## src/rtl/id_ex_stage.sv

```systemverilog
// ID/EX pipeline register: decodes minimal control, bypasses WB writes, inserts load-use bubbles.
// Latency 1 cycle; ex_hold freezes the register, flush kills it, and id_stall holds upstream.
module id_ex_stage #(
    parameter int STALL_CNT_W = 16
) (
    input  logic                   clk,
    input  logic                   rst_n,
    input  logic                   id_valid,
    input  logic [31:0]            id_pc,
    input  logic [31:0]            id_instr,
    input  logic [31:0]            rs_data,
    input  logic [31:0]            rt_data,
    input  logic                   wb_regwrite,
    input  logic [4:0]             wb_dest,
    input  logic [31:0]            wb_data,
    input  logic                   ex_hold,
    input  logic                   flush,
    output logic                   id_stall,
    output logic                   ex_valid,
    output logic [31:0]            ex_pc,
    output logic [31:0]            ex_rs_val,
    output logic [31:0]            ex_rt_val,
    output logic [31:0]            ex_imm,
    output logic [4:0]             ex_rs,
    output logic [4:0]             ex_rt,
    output logic [4:0]             ex_dest,
    output logic [5:0]             ex_opcode,
    output logic [5:0]             ex_funct,
    output logic [4:0]             ex_shamt,
    output logic                   ex_reg_write,
    output logic                   ex_mem_read,
    output logic                   ex_mem_write,
    output logic [STALL_CNT_W-1:0] bubble_count
);

    logic [5:0]  opcode;
    logic [5:0]  funct;
    logic [4:0]  rs_f;
    logic [4:0]  rt_f;
    logic [4:0]  rd_f;
    logic [4:0]  dest;
    logic        reg_write;
    logic        mem_read;
    logic        mem_write;
    logic        uses_rt;
    logic [31:0] imm;
    logic [31:0] rs_val;
    logic [31:0] rt_val;
    logic        hazard;

    assign opcode = id_instr[31:26];
    assign rs_f   = id_instr[25:21];
    assign rt_f   = id_instr[20:16];
    assign rd_f   = id_instr[15:11];
    assign funct  = id_instr[5:0];

    always_comb begin
        dest      = 5'd0;
        reg_write = 1'b0;
        mem_read  = 1'b0;
        mem_write = 1'b0;
        uses_rt   = 1'b0;
        if (opcode >= 6'h0C && opcode <= 6'h0E)
            imm = {16'h0000, id_instr[15:0]};
        else
            imm = {{16{id_instr[15]}}, id_instr[15:0]};

        if (opcode == 6'h00) begin
            dest      = rd_f;
            reg_write = (funct != 6'h08);
            uses_rt   = 1'b1;
        end else if (opcode >= 6'h08 && opcode <= 6'h0F) begin
            dest      = rt_f;
            reg_write = 1'b1;
        end else if (opcode == 6'h23) begin
            dest      = rt_f;
            reg_write = 1'b1;
            mem_read  = 1'b1;
        end else if (opcode == 6'h2B) begin
            mem_write = 1'b1;
            uses_rt   = 1'b1;
        end else if (opcode == 6'h04 || opcode == 6'h05) begin
            uses_rt   = 1'b1;
        end else if (opcode == 6'h03) begin
            dest      = 5'd31;
            reg_write = 1'b1;
        end

        // Writes to $zero are architecturally discarded; never advertise them.
        if (dest == 5'd0)
            reg_write = 1'b0;
    end

    assign rs_val = (wb_regwrite && wb_dest != 5'd0 && wb_dest == rs_f) ? wb_data : rs_data;
    assign rt_val = (wb_regwrite && wb_dest != 5'd0 && wb_dest == rt_f) ? wb_data : rt_data;

    assign hazard = ex_valid && ex_mem_read && (ex_dest != 5'd0) && id_valid &&
                    ((ex_dest == rs_f) || (uses_rt && ex_dest == rt_f));

    // Gated by rst_n so an asserted ex_hold cannot leak a stall out of reset.
    assign id_stall = rst_n && !flush && (ex_hold || hazard);

    always_ff @(posedge clk or negedge rst_n) begin
        if (!rst_n) begin
            ex_valid     <= 1'b0;
            ex_pc        <= '0;
            ex_rs_val    <= '0;
            ex_rt_val    <= '0;
            ex_imm       <= '0;
            ex_rs        <= '0;
            ex_rt        <= '0;
            ex_dest      <= '0;
            ex_opcode    <= '0;
            ex_funct     <= '0;
            ex_shamt     <= '0;
            ex_reg_write <= 1'b0;
            ex_mem_read  <= 1'b0;
            ex_mem_write <= 1'b0;
            bubble_count <= '0;
        end else if (flush) begin
            ex_valid     <= 1'b0;
            ex_reg_write <= 1'b0;
            ex_mem_read  <= 1'b0;
            ex_mem_write <= 1'b0;
        end else if (ex_hold) begin
            ex_valid     <= ex_valid;
        end else if (hazard) begin
            ex_valid     <= 1'b0;
            ex_reg_write <= 1'b0;
            ex_mem_read  <= 1'b0;
            ex_mem_write <= 1'b0;
            if (bubble_count != '1)
                bubble_count <= bubble_count + 1'b1;
        end else begin
            ex_valid     <= id_valid;
            ex_pc        <= id_pc;
            ex_rs_val    <= rs_val;
            ex_rt_val    <= rt_val;
            ex_imm       <= imm;
            ex_rs        <= rs_f;
            ex_rt        <= rt_f;
            ex_dest      <= dest;
            ex_opcode    <= opcode;
            ex_funct     <= funct;
            ex_shamt     <= id_instr[10:6];
            ex_reg_write <= reg_write && id_valid;
            ex_mem_read  <= mem_read && id_valid;
            ex_mem_write <= mem_write && id_valid;
        end
    end

endmodule

```

## config.mk

```make
export PLATFORM = sky130hd
export DESIGN_NAME = id_ex_stage
export DESIGN_NICKNAME = d
export VERILOG_FILES = /design/src/rtl/id_ex_stage.sv
export SDC_FILE = /design/constraint.sdc
export NUM_CORES = 1
export LEC_CHECK = 0
export ABC_AREA = 1
export BUFFER_PORTS_ARGS = -buffer_cell sky130_fd_sc_hd__buf_4
export CORE_AREA = 2 2 137 139
export DETAILED_ROUTE_END_ITERATION = 7
export DIE_AREA = 0 0 139 141
export PLACE_DENSITY = 0.78
export SYNTH_ARGS = -nofsm -noshare
export SYNTH_HDL_FRONTEND = slang
export SYNTH_SLANG_ARGS = --single-unit
export TNS_END_PERCENT = 5
```

## constraint.sdc

```tcl
create_clock -name clk -period 1.95 [get_ports clk]
set_clock_uncertainty 0.1 [all_clocks]
set_input_delay 0.195 -clock clk [delete_from_list [all_inputs] [get_ports clk]]
set_output_delay 0.195 -clock clk [all_outputs]
set_load 0.02 [all_outputs]
```

-- Word-level counts from Yosys, hierarchy flattened
Cells that the tools add are included.
- bits in registers: 180
- input port bits: 171
- output and inout bits: 181
- word-level logic and storage cells: 100
- $add $sub $neg: 1
- order comparisons: 4
- equal/unequal tests: 12
- mux-type cells: 40
- bitwise operators: 3
- reduce and logical (&&, ||, !) cells: 25
- operators with widths (kind ; count):
    $mux 32 ; 3
    $mux 1 ; 31
    $mux 5 ; 6
    $eq 5x5->1 ; 4
    $add 16x1->16 const B ; 1
    $ne 16x16->1 const B ; 1
    $logic_and 1x1->1 ; 15
    $eq 6x3->1 const B ; 2
    $eq 6x6->1 const B ; 2
    $ge 6x4->1 const B ; 2
    $le 6x4->1 const B ; 2
    $reduce_bool 5->1 ; 2
    $eq 6x2->1 const B ; 1
    $logic_not 6->1 ; 1
    $ne 6x4->1 const B ; 1
    $logic_not 5->1 ; 1
    $reduce_and 4->1 ; 1
    $logic_or 1x1->1 ; 3
    $not 1->1 ; 3
    $reduce_and 3->1 ; 1
    $ne 2x1->1 const B ; 1
    $logic_not 1->1 ; 1

-- Depth between registers and ports, before layout
Gate-level depths: netlist of run 1.
- word-level depth: 13
- mapped depth: 15
- gate-level depth less buffers: 13

-- Least setup slack after synthesis of run 1
Ideal clock, no wire load.
- path type: register to register
- start: register bubble_count[0]
- end: register bubble_count[4]
- library setup time: 128 ps
- arrival: 1688 ps
- required time: 1722 ps
- setup slack: 34 ps
- cell stages (with the launch flop): 10
- buffers on the path: 1
- cell sequence: dfrtp_1 > ha_1 > nand3_2 > nor2_2 > nand4_1 > o21a_1 > nor2b_1 > buf_2 > nand2_1 > o21ai_0
- cells in the longest elaborated chain, start to end: 2
- elaborated cells on any way between the ends: 3
- those cells by class: 1 x add/sub; 1 x eq/ne; 1 x reduce/logical
- RTL lines (element ; RTL line ; RTL):
    from (decl) ; 33 ; output logic [STALL_CNT_W-1:0] bubble_count
    from (signal assigned) ; 133 ; bubble_count <= bubble_count + 1'b1;
    branches (longest 2 deep; another with $add 16x1->16) ; n/a ;
Parallel ways; which one is timed is not known.
A chain may end at the register's enable or synchronous reset.

-- Worst setup path in the final report of run 1
- start: register ex_dest[0]
- end: register ex_rs_val[19]
- cells in the longest elaborated chain, start to end: 6
- elaborated cells on any way between the ends: 10
- those cells by class: 2 x eq/ne; 1 x bitwise; 7 x reduce/logical
- RTL lines (element ; RTL line ; RTL):
    from (decl) ; 26 ; output logic [4:0] ex_dest,
    from (signal assigned) ; 142 ; ex_dest <= dest;
    $eq 5x5->1 or $reduce_bool 5->1 (tied branches) ; 98, 97 ;
    $logic_and 1x1->1 (on tied branches) ; 98, 97 ;
    $logic_or 1x1->1 or $logic_and 1x1->1 (tied branches) ; 98, 97 ;
    $logic_and 1x1->1 (*) ; 97 ; assign hazard = ex_valid && ex_mem_read && (ex_dest != 5'd0) && id_valid &&
    $not 1->1 (no line) (*) ; n/a ;
    $reduce_and 3->1 (no line) (*) ; n/a ;
    to (signal assigned) ; 137 ; ex_rs_val <= rs_val;
    to (decl) ; 21 ; output logic [31:0] ex_rs_val,
Mark *: on every way between the ends. The rest lies on a longest branch, timed or not.

==> metrics.md, run 1 <==
| Metric | Value |
|---|---|
| Power share of the clock group | `34.9%` |
| Die Wd | `139 um` |
| Floorplan Core Area | `18300 um^2` |
| HP Class | `in -> reg` |
| Mapped Area | `7760 um^2` |
| Reg-to-Reg Start | `ex_dest[0]$_DFFE_PN0P_` |
| Fmax | `0.465 GHz` |
| Initial DRC count | `445` |
| HPWL after DPL | `17.7 mm` |
| DRC | `0` |
| FP Rows | `50` |
| Final core utilization | `68.9%` |
| Placer Congestion | `0.855` |
| Final setup viols | `145` |
| Sw Ratio | `30.4%` |
| Synth top area cells | `dfrtp_1 50%, nand2_1 23%, o21ai_0 6.2%, inv_1 3.7%, buf_6 3.0%` |
| Max stage delay cell, worst path | `dfrtp_1` |
| Dpl ws | `-0.448 ns` |
| CTS Buf Count | `17` |
| Worst Hold Depth | `5` |
| Top cell by count, worst path | `nand2_2` |
| H-tree levels | `4` |
| Count of pins over their slew limit | `0` |
| IO buf count | `351` |
| CP Launch Point | `ex_dest[0]$_DFFE_PN0P_` |
| Internal | `0.00683 W` |
| Logic pwr share | `26.5%` |
| Setup crit end | `ex_rs_val[19]$_DFFE_PN0P_` |
| Warnings, synthesis | `0` |
| Seq pwr share | `38.6%` |
| Antenna violations before repair | `1` |
| Sequential-to-total area share from yosys stat | `49.7%` |
| P_sw | `0.00298 W` |
| Max incr delay on CP | `0.42 ns` |
| Hold Startpoint | `rs_data[26]` |
| Vias per std cell | `4.90` |
| Failing checks | `negative setup slack` |
| Root Driver | `clkbuf_16` |
| Lkg Pwr | `7.00 nW` |
| Most frequent cells in the layout | `480 x nand2_1, 409 x buf_4, 153 x dfrtp_1, 113 x dlygate4sd3_1, 95 x o21ai_0` |
| Overflow left after global routing | `0` |
| Synthesized Nets | `1182` |
| Startpoint type of the worst setup path | `flop` |
| Share of the synthesized area in the top cell type | `49.7%` |
| Worst Path Arrival | `2.35 ns` |
| Gate Count Post-Synth | `1010` |
| Vias | `8531` |
| CTS tree | `yes` |
| Initial core utilization | `42.5%` |
| #FFs+latches synth | `154` |
| FF-to-FF setup slack | `-0.20 ns` |
| Detailed Routing Iterations Pass 1 | `7` |
| Final nets | `1665` |
| Final Hold Fails | `0` |
| Critical path required time | `2.15 ns` |
| Unrepaired setup endpoints after global routing | `true` |
| Share of cells above drive strength 1 | `31.6%` |
| Pwr/cell area | `779 nW/um^2` |
| Reg-to-reg critical path endpoint | `ex_rs_val[19]$_DFFE_PN0P_` |
| Clk_lat worst skew | `0.43 ns` |
| Maximum VDD drop | `569 uV` |
| Clock-pin slew on the worst setup and hold paths | `0.06 ns` |
| Syn Area/Cell | `7.68 um^2` |
| Commonest non-fill, non-tap cell in the layout | `nand2_1` |
| Final WL | `27.0 mm` |
| Status | `complete, but fails checks` |
| Main flop type after synthesis | `dfrtp_1` |
| CP max FO | `57` |
| Asr flop ratio synth | `100%` |
| Cell Chain, Critical Path | `inv_2, nand2_2, nand2_2, a21oi_2, nand4_1, nand2_2, nand2_4, buf_6, buf_4, nand2_8, clkinv_4, buf_16, nand2_1, nand2_1` |
| WL/cell | `15.5 um` |
| Slew at the pin closest to its max-slew limit | `0.865 ns` |
| Total GRT Usage | `27.3%` |
| # IOs | `352` |
| Period utilization | `110%` |
| Synth-to-Final Area Change | `62.2%` |
| TritonCTS Sinks | `154` |
| Leading area contributor after synthesis | `dfrtp_1` |
| Period minus WS final | `2.15 ns` |
| Worst Setup Slack, final | `-0.200 ns` |
| Max-Slew Margin vs Limit | `42.3%` |
| Critical path class | `reg -> reg` |
| EDFF count, synth | `0` |
| Maxcap violations | `0` |
| CTS Buffer Depth | `2` |
| Pin count of the biggest net entering global routing | `155` |
| Post-DRT Antenna Nets | `0` |
| Die Area | `19600 um^2` |
| Die Y | `141 um` |
| Vias in the first global route | `8404` |
| Netlist cell types | `29` |
| CP Capture Type | `flop` |
| First-pass GRT wire length | `42.6 mm` |
| Worst r2r path cells | `14` |
[per-stage QoR]
step / setup TNS [ns] / std cells / hold WS (ns) / power (W) / cell area [um^2]
floorplan: 0 / 1010 / -0.201 / 0.00501 / 7760
global placement: -3.27 / 1590 / 0.289 / 0.00614 / 10700
detailed placement: -7.31 / 1590 / 0.292 / 0.00619 / 10700
CTS: -11.45 / 1737 / 0.00295 / 0.00982 / 12500
global route: -32.56 / 1740 / 0.0178 / 0.0102 / 12600
finish: -17.87 / 1740 / 0.0157 / 0.00980 / 12600
[worst min-delay path by stage]
stage	end	slack, ns
final	ex_rs_val[26]$_DFFE_PN0P_	0.02
after global routing	ex_rt[2]$_DFFE_PN0P_	0.02
after CTS	ex_rs_val[19]$_DFFE_PN0P_	0.003
after detailed placement	ex_imm[10]$_DFFE_PN0P_	0.29
after global placement	ex_imm[8]$_DFFE_PN0P_	0.29
after floorplan	bubble_count[0]$_DFFE_PN0P_	-0.20
[flip-flops by register name, indices dropped and copies added, names as in the netlist]
| register | count |
|---|---|
| bubble_count | 16 |
| ex_dest | 5 |
| ex_imm | 17 |
| ex_mem_read | 1 |
| ex_mem_write | 1 |
| ex_opcode | 6 |
| ex_pc | 32 |
| ex_reg_write | 1 |
| ex_rs | 5 |
| ex_rs_val | 32 |
| ex_rt | 5 |
| ex_rt_val | 32 |
| ex_valid | 1 |
[synthesized netlist by cell type (all sizes together), types with 2 or more instances]
| library cell | instances |
|---|---|
| xnor2 | 17 |
| inv | 80 |
| o21ai | 104 |
| nand3 | 27 |
| xor2 | 13 |
| nand2 | 488 |
| a21oi | 2 |
| clkbuf | 8 |
| dfrtp | 154 |
| buf | 62 |
| nand4 | 9 |
| nor3 | 10 |
| nor2 | 29 |
[power groups by stage]
| stage | logic [W] | registers (W) | clock network (W) |
|---|---|---|---|
| after CTS | 0.00257 | 0.00378 | 0.00348 |
| after global placement | 0.00232 | 0.00381 | 0 |
| after floorplan | 0.000765 | 0.00425 | 0 |
| after global routing | 0.00277 | 0.00383 | 0.00363 |
| final | 0.00260 | 0.00379 | 0.00342 |
| after detailed placement | 0.00237 | 0.00383 | 0 |
[cells by family (layout without fill, tap and decap cells)]
| group | count (synthesis) | in the layout | synth area share, % |
|---|---|---|---|
| adder cells (fa/ha/maj) | 1 | 1 | 0.161 |
| XOR/XNOR | 30 | 30 | 3.39 |
| other | 0 | 1 | 0 |
| flip-flops | 154 | 154 | 49.7 |
| AO/OA/AOI/OAI | 109 | 109 | 7.13 |
| buffers and inverters | 151 | 646 | 10.9 |
| AND/OR/NAND/NOR | 565 | 565 | 28.7 |
[cell type report]
type                    count  area (um^2)
flip-flops and latches    154         3850
well taps                 234          293
clock buffers              21          460
diodes                      1         2.50
repair buffers            534         4420
fillers                  1390         5680
multi-input cells         705         3110
inverters                  81          309
clock inverters            10          141
[worst max-delay path: cells and delay by family, from the launching register on]
family                 cells  cell delay [ns]
AND/OR/NAND/NOR            8             0.73
buffers and inverters      5             0.61
flip-flops                 1             0.42
AO/OA/AOI/OAI              1             0.11
[layer usage]
metal / track usage (%) / vias up / wire length (um)
met5: 0 / - / 0
met4: 12.2 / 0 / 1050
met3: 7.03 / 85 / 2030
met2: 48.0 / 448 / 13900
met1: 31.5 / 3944 / 10000
li1: - / 4054 / -
[repair_timing]
action / 4_1_cts / 5_1_grt
pin swaps: 3 / 5
endpoints found under the hold margin: 267 / 0
hold buffers: 113 / 0
endpoints found under the setup margin: 147 / 147
gates resized for setup: 11 / 10
setup buffers: 3 / 2
Power figures use the tool's default switching activity.
==> inputs of run 2 (changes only) <==
Clock period 1.95 ns to 2.6 ns, I/O delays scaled along.
==> metrics.md, run 2 (synthesis gave the netlist of run 1 again) <==
| Metric | Value |
|---|---|
| Floorplan Core Area | `18300 um^2` |
| CTS Buffer Depth | `2` |
| Max stage delay cell, worst path | `dlygate4sd3_1` |
| Final Hold Fails | `0` |
| Top cell by count, worst path | `nand2_1` |
| Clk_lat worst skew | `0.42 ns` |
| Final WL | `24.7 mm` |
| Initial DRC count | `452` |
| Cell Chain, Critical Path | `dlygate4sd3_1, buf_4, xnor2_1, nand2_1, nor3_1, nand3_2, buf_4, o21ai_0, nand2_1, nand2_1` |
| Cell count after placement | `1543` |
| Final core utilization | `62.5%` |
| Synth-to-Final Area Change | `47.2%` |
| Maxcap violations | `0` |
| WL/cell | `15.2 um` |
| Period minus WS final | `2.40 ns` |
| Detailed Routing Iterations Pass 1 | `5` |
| Seq pwr share | `40.2%` |
| Total negative slack | `0 ns` |
| Commonest non-fill, non-tap cell in the layout | `nand2_1` |
| FF+latch area | `3850 um^2` |
| Layout filler cell count | `1579` |
| Vias per std cell | `4.86` |
| FP Rows | `50` |
| Pwr/cell area | `616 nW/um^2` |
| Unrepaired setup endpoints after global routing | `false` |
| Max-Slew Margin vs Limit | `51.2%` |
| Fmax | `0.416 GHz` |
| TritonCTS Sinks | `154` |
| Final setup viols | `0` |
| Placer Congestion | `0.933` |
| Die Area | `19600 um^2` |
| Pin count of the biggest net entering global routing | `106` |
| Vias in the first global route | `7501` |
| DRC | `0` |
| Overflow left after global routing | `0` |
| Antenna violations before repair | `0` |
| CP max FO | `26` |
| Startpoint type of the worst setup path | `input pin` |
| Status | `finished, final reports clean` |
| # IOs | `352` |
| Critical path required time | `2.85 ns` |
| Internal | `0.00485 W` |
| Die Wd | `139 um` |
| Multi-input logic area | `3070 um^2` |
| Power share of the clock group | `34.4%` |
| P_sw | `0.00219 W` |
| Diode count | `0` |
| HP Class | `in -> reg` |
| Sw Ratio | `31.1%` |
| IO buf count | `351` |
| CTS Buf Count | `17` |
| HPWL after DPL | `17.3 mm` |
| Lkg Pwr | `6.43 nW` |
| Clock-pin slew on the worst setup and hold paths | `0.07 ns` |
| Top flop regs | `ex_pc (32), ex_rs_val (32), ex_rt_val (32)` |
| Post-DRT Antenna Nets | `0` |
| Most frequent cells in the layout | `485 x nand2_1, 362 x buf_4, 154 x dfrtp_1, 96 x o21ai_0, 77 x inv_1` |
| Initial core utilization | `42.5%` |
| Total GRT Usage | `24.4%` |
| Logic pwr share | `25.4%` |
| Die Y | `141 um` |
| First-pass GRT wire length | `38.2 mm` |
| CP Capture Type | `flop` |
| Maximum VDD drop | `431 uV` |
| Share of cells above drive strength 1 | `29.7%` |
| Period utilization | `92.4%` |
| Vias | `7886` |
| Slew at the pin closest to its max-slew limit | `0.728 ns` |
| Final nets | `1549` |
| Final Instance Count excl. Fillers | `1623` |
| Max incr delay on CP | `0.53 ns` |
| CTS tree | `yes` |
| Critical path class | `in -> reg` |
| H-tree levels | `4` |
| Count of pins over their slew limit | `0` |
| Root Driver | `clkbuf_16` |
| Worst Path Arrival | `2.66 ns` |
-- run 2: cell count changes in the layout (fill, tap and decap cells not counted), sizes merged --
cell,previous run,this run
dlygate4sd3,113,49
clkinvlp,2,3
diode,1,0
buf,421,369
clkbuf,21,22
bufinv,3,1
inv,80,81
clkinv,6,5
-- run 2: layout make-up --
class	instances	area share [%]
clock buffer	22	4.15
multi-input combinational	705	26.9
inverter	81	2.67
clock inverter	9	0.778
sequential	154	33.7
timing repair buffer	418	29.2
tap	234	2.56
-- run 2: worst paths after layout --
kind | from | endpoint | slack, ns | depth (start not counted)
min in group asynchronous | rst_n | ex_pc[21]$_DFFE_PN0P_ | 0.22 | 2
setup / recovery | id_instr[17] | ex_rt_val[0]$_DFFE_PN0P_ | 0.20 | 10
max in group asynchronous | rst_n | bubble_count[3]$_DFFE_PN0P_ | 1.30 | 3
hold reg to reg | ex_rt_val[1]$_DFFE_PN0P_ | ex_rt_val[1]$_DFFE_PN0P_ | 0.38 | 2
setup reg to reg | ex_dest[0]$_DFFE_PN0P_ | bubble_count[14]$_DFFE_PN0P_ | 0.42 | 9
hold / removal | id_instr[0] | ex_imm[0]$_DFFE_PN0P_ | 0.02 | 3
-- run 2: stage by stage --
stage	power, W	setup slack, ns	area (um^2)	hold WS [ns]
2_1_floorplan	0.00376	0.684	7760	-0.136
3_3_place_gp	0.00457	0.188	10400	0.0609
3_5_place_dp	0.00460	0.0268	10400	0.0650
4_1_cts	0.00709	0.0459	11400	0.00530
5_1_grt	0.00734	0.0435	11400	0.0225
6_report	0.00704	0.197	11400	0.0167
-- run 2: what timing repair did --
item	CTS	global route
endpoints found under the setup margin	0	11
gates resized for setup	0	1
endpoints found under the hold margin	77	0
hold buffers	49	0
setup buffers	0	0
-- run 2: critical path: cells and delay by family --
kind,cells,cell delay [ns]
and+or+nand+nor,5,0.98
xor gates and xnor gates,1,0.15
AOI/OAI and AO/OA,1,0.19
buffers and inverters,3,1.07
-- run 2: power groups by stage --
stage	registers, W	logic [W]	clock network [W]
CTS	0.00283	0.00179	0.00246
finish	0.00283	0.00179	0.00242
global route	0.00286	0.00192	0.00255
detailed placement	0.00287	0.00173	0
floorplan	0.00319	0.000574	0
global placement	0.00286	0.00171	0
-- run 2: per-layer routing --
layer	part of all wire, %	global-route usage (%)
met5	0	0
met2	50	41.4
met4	3.1	10.9
met1	39	29.7
met3	7.9	5.91
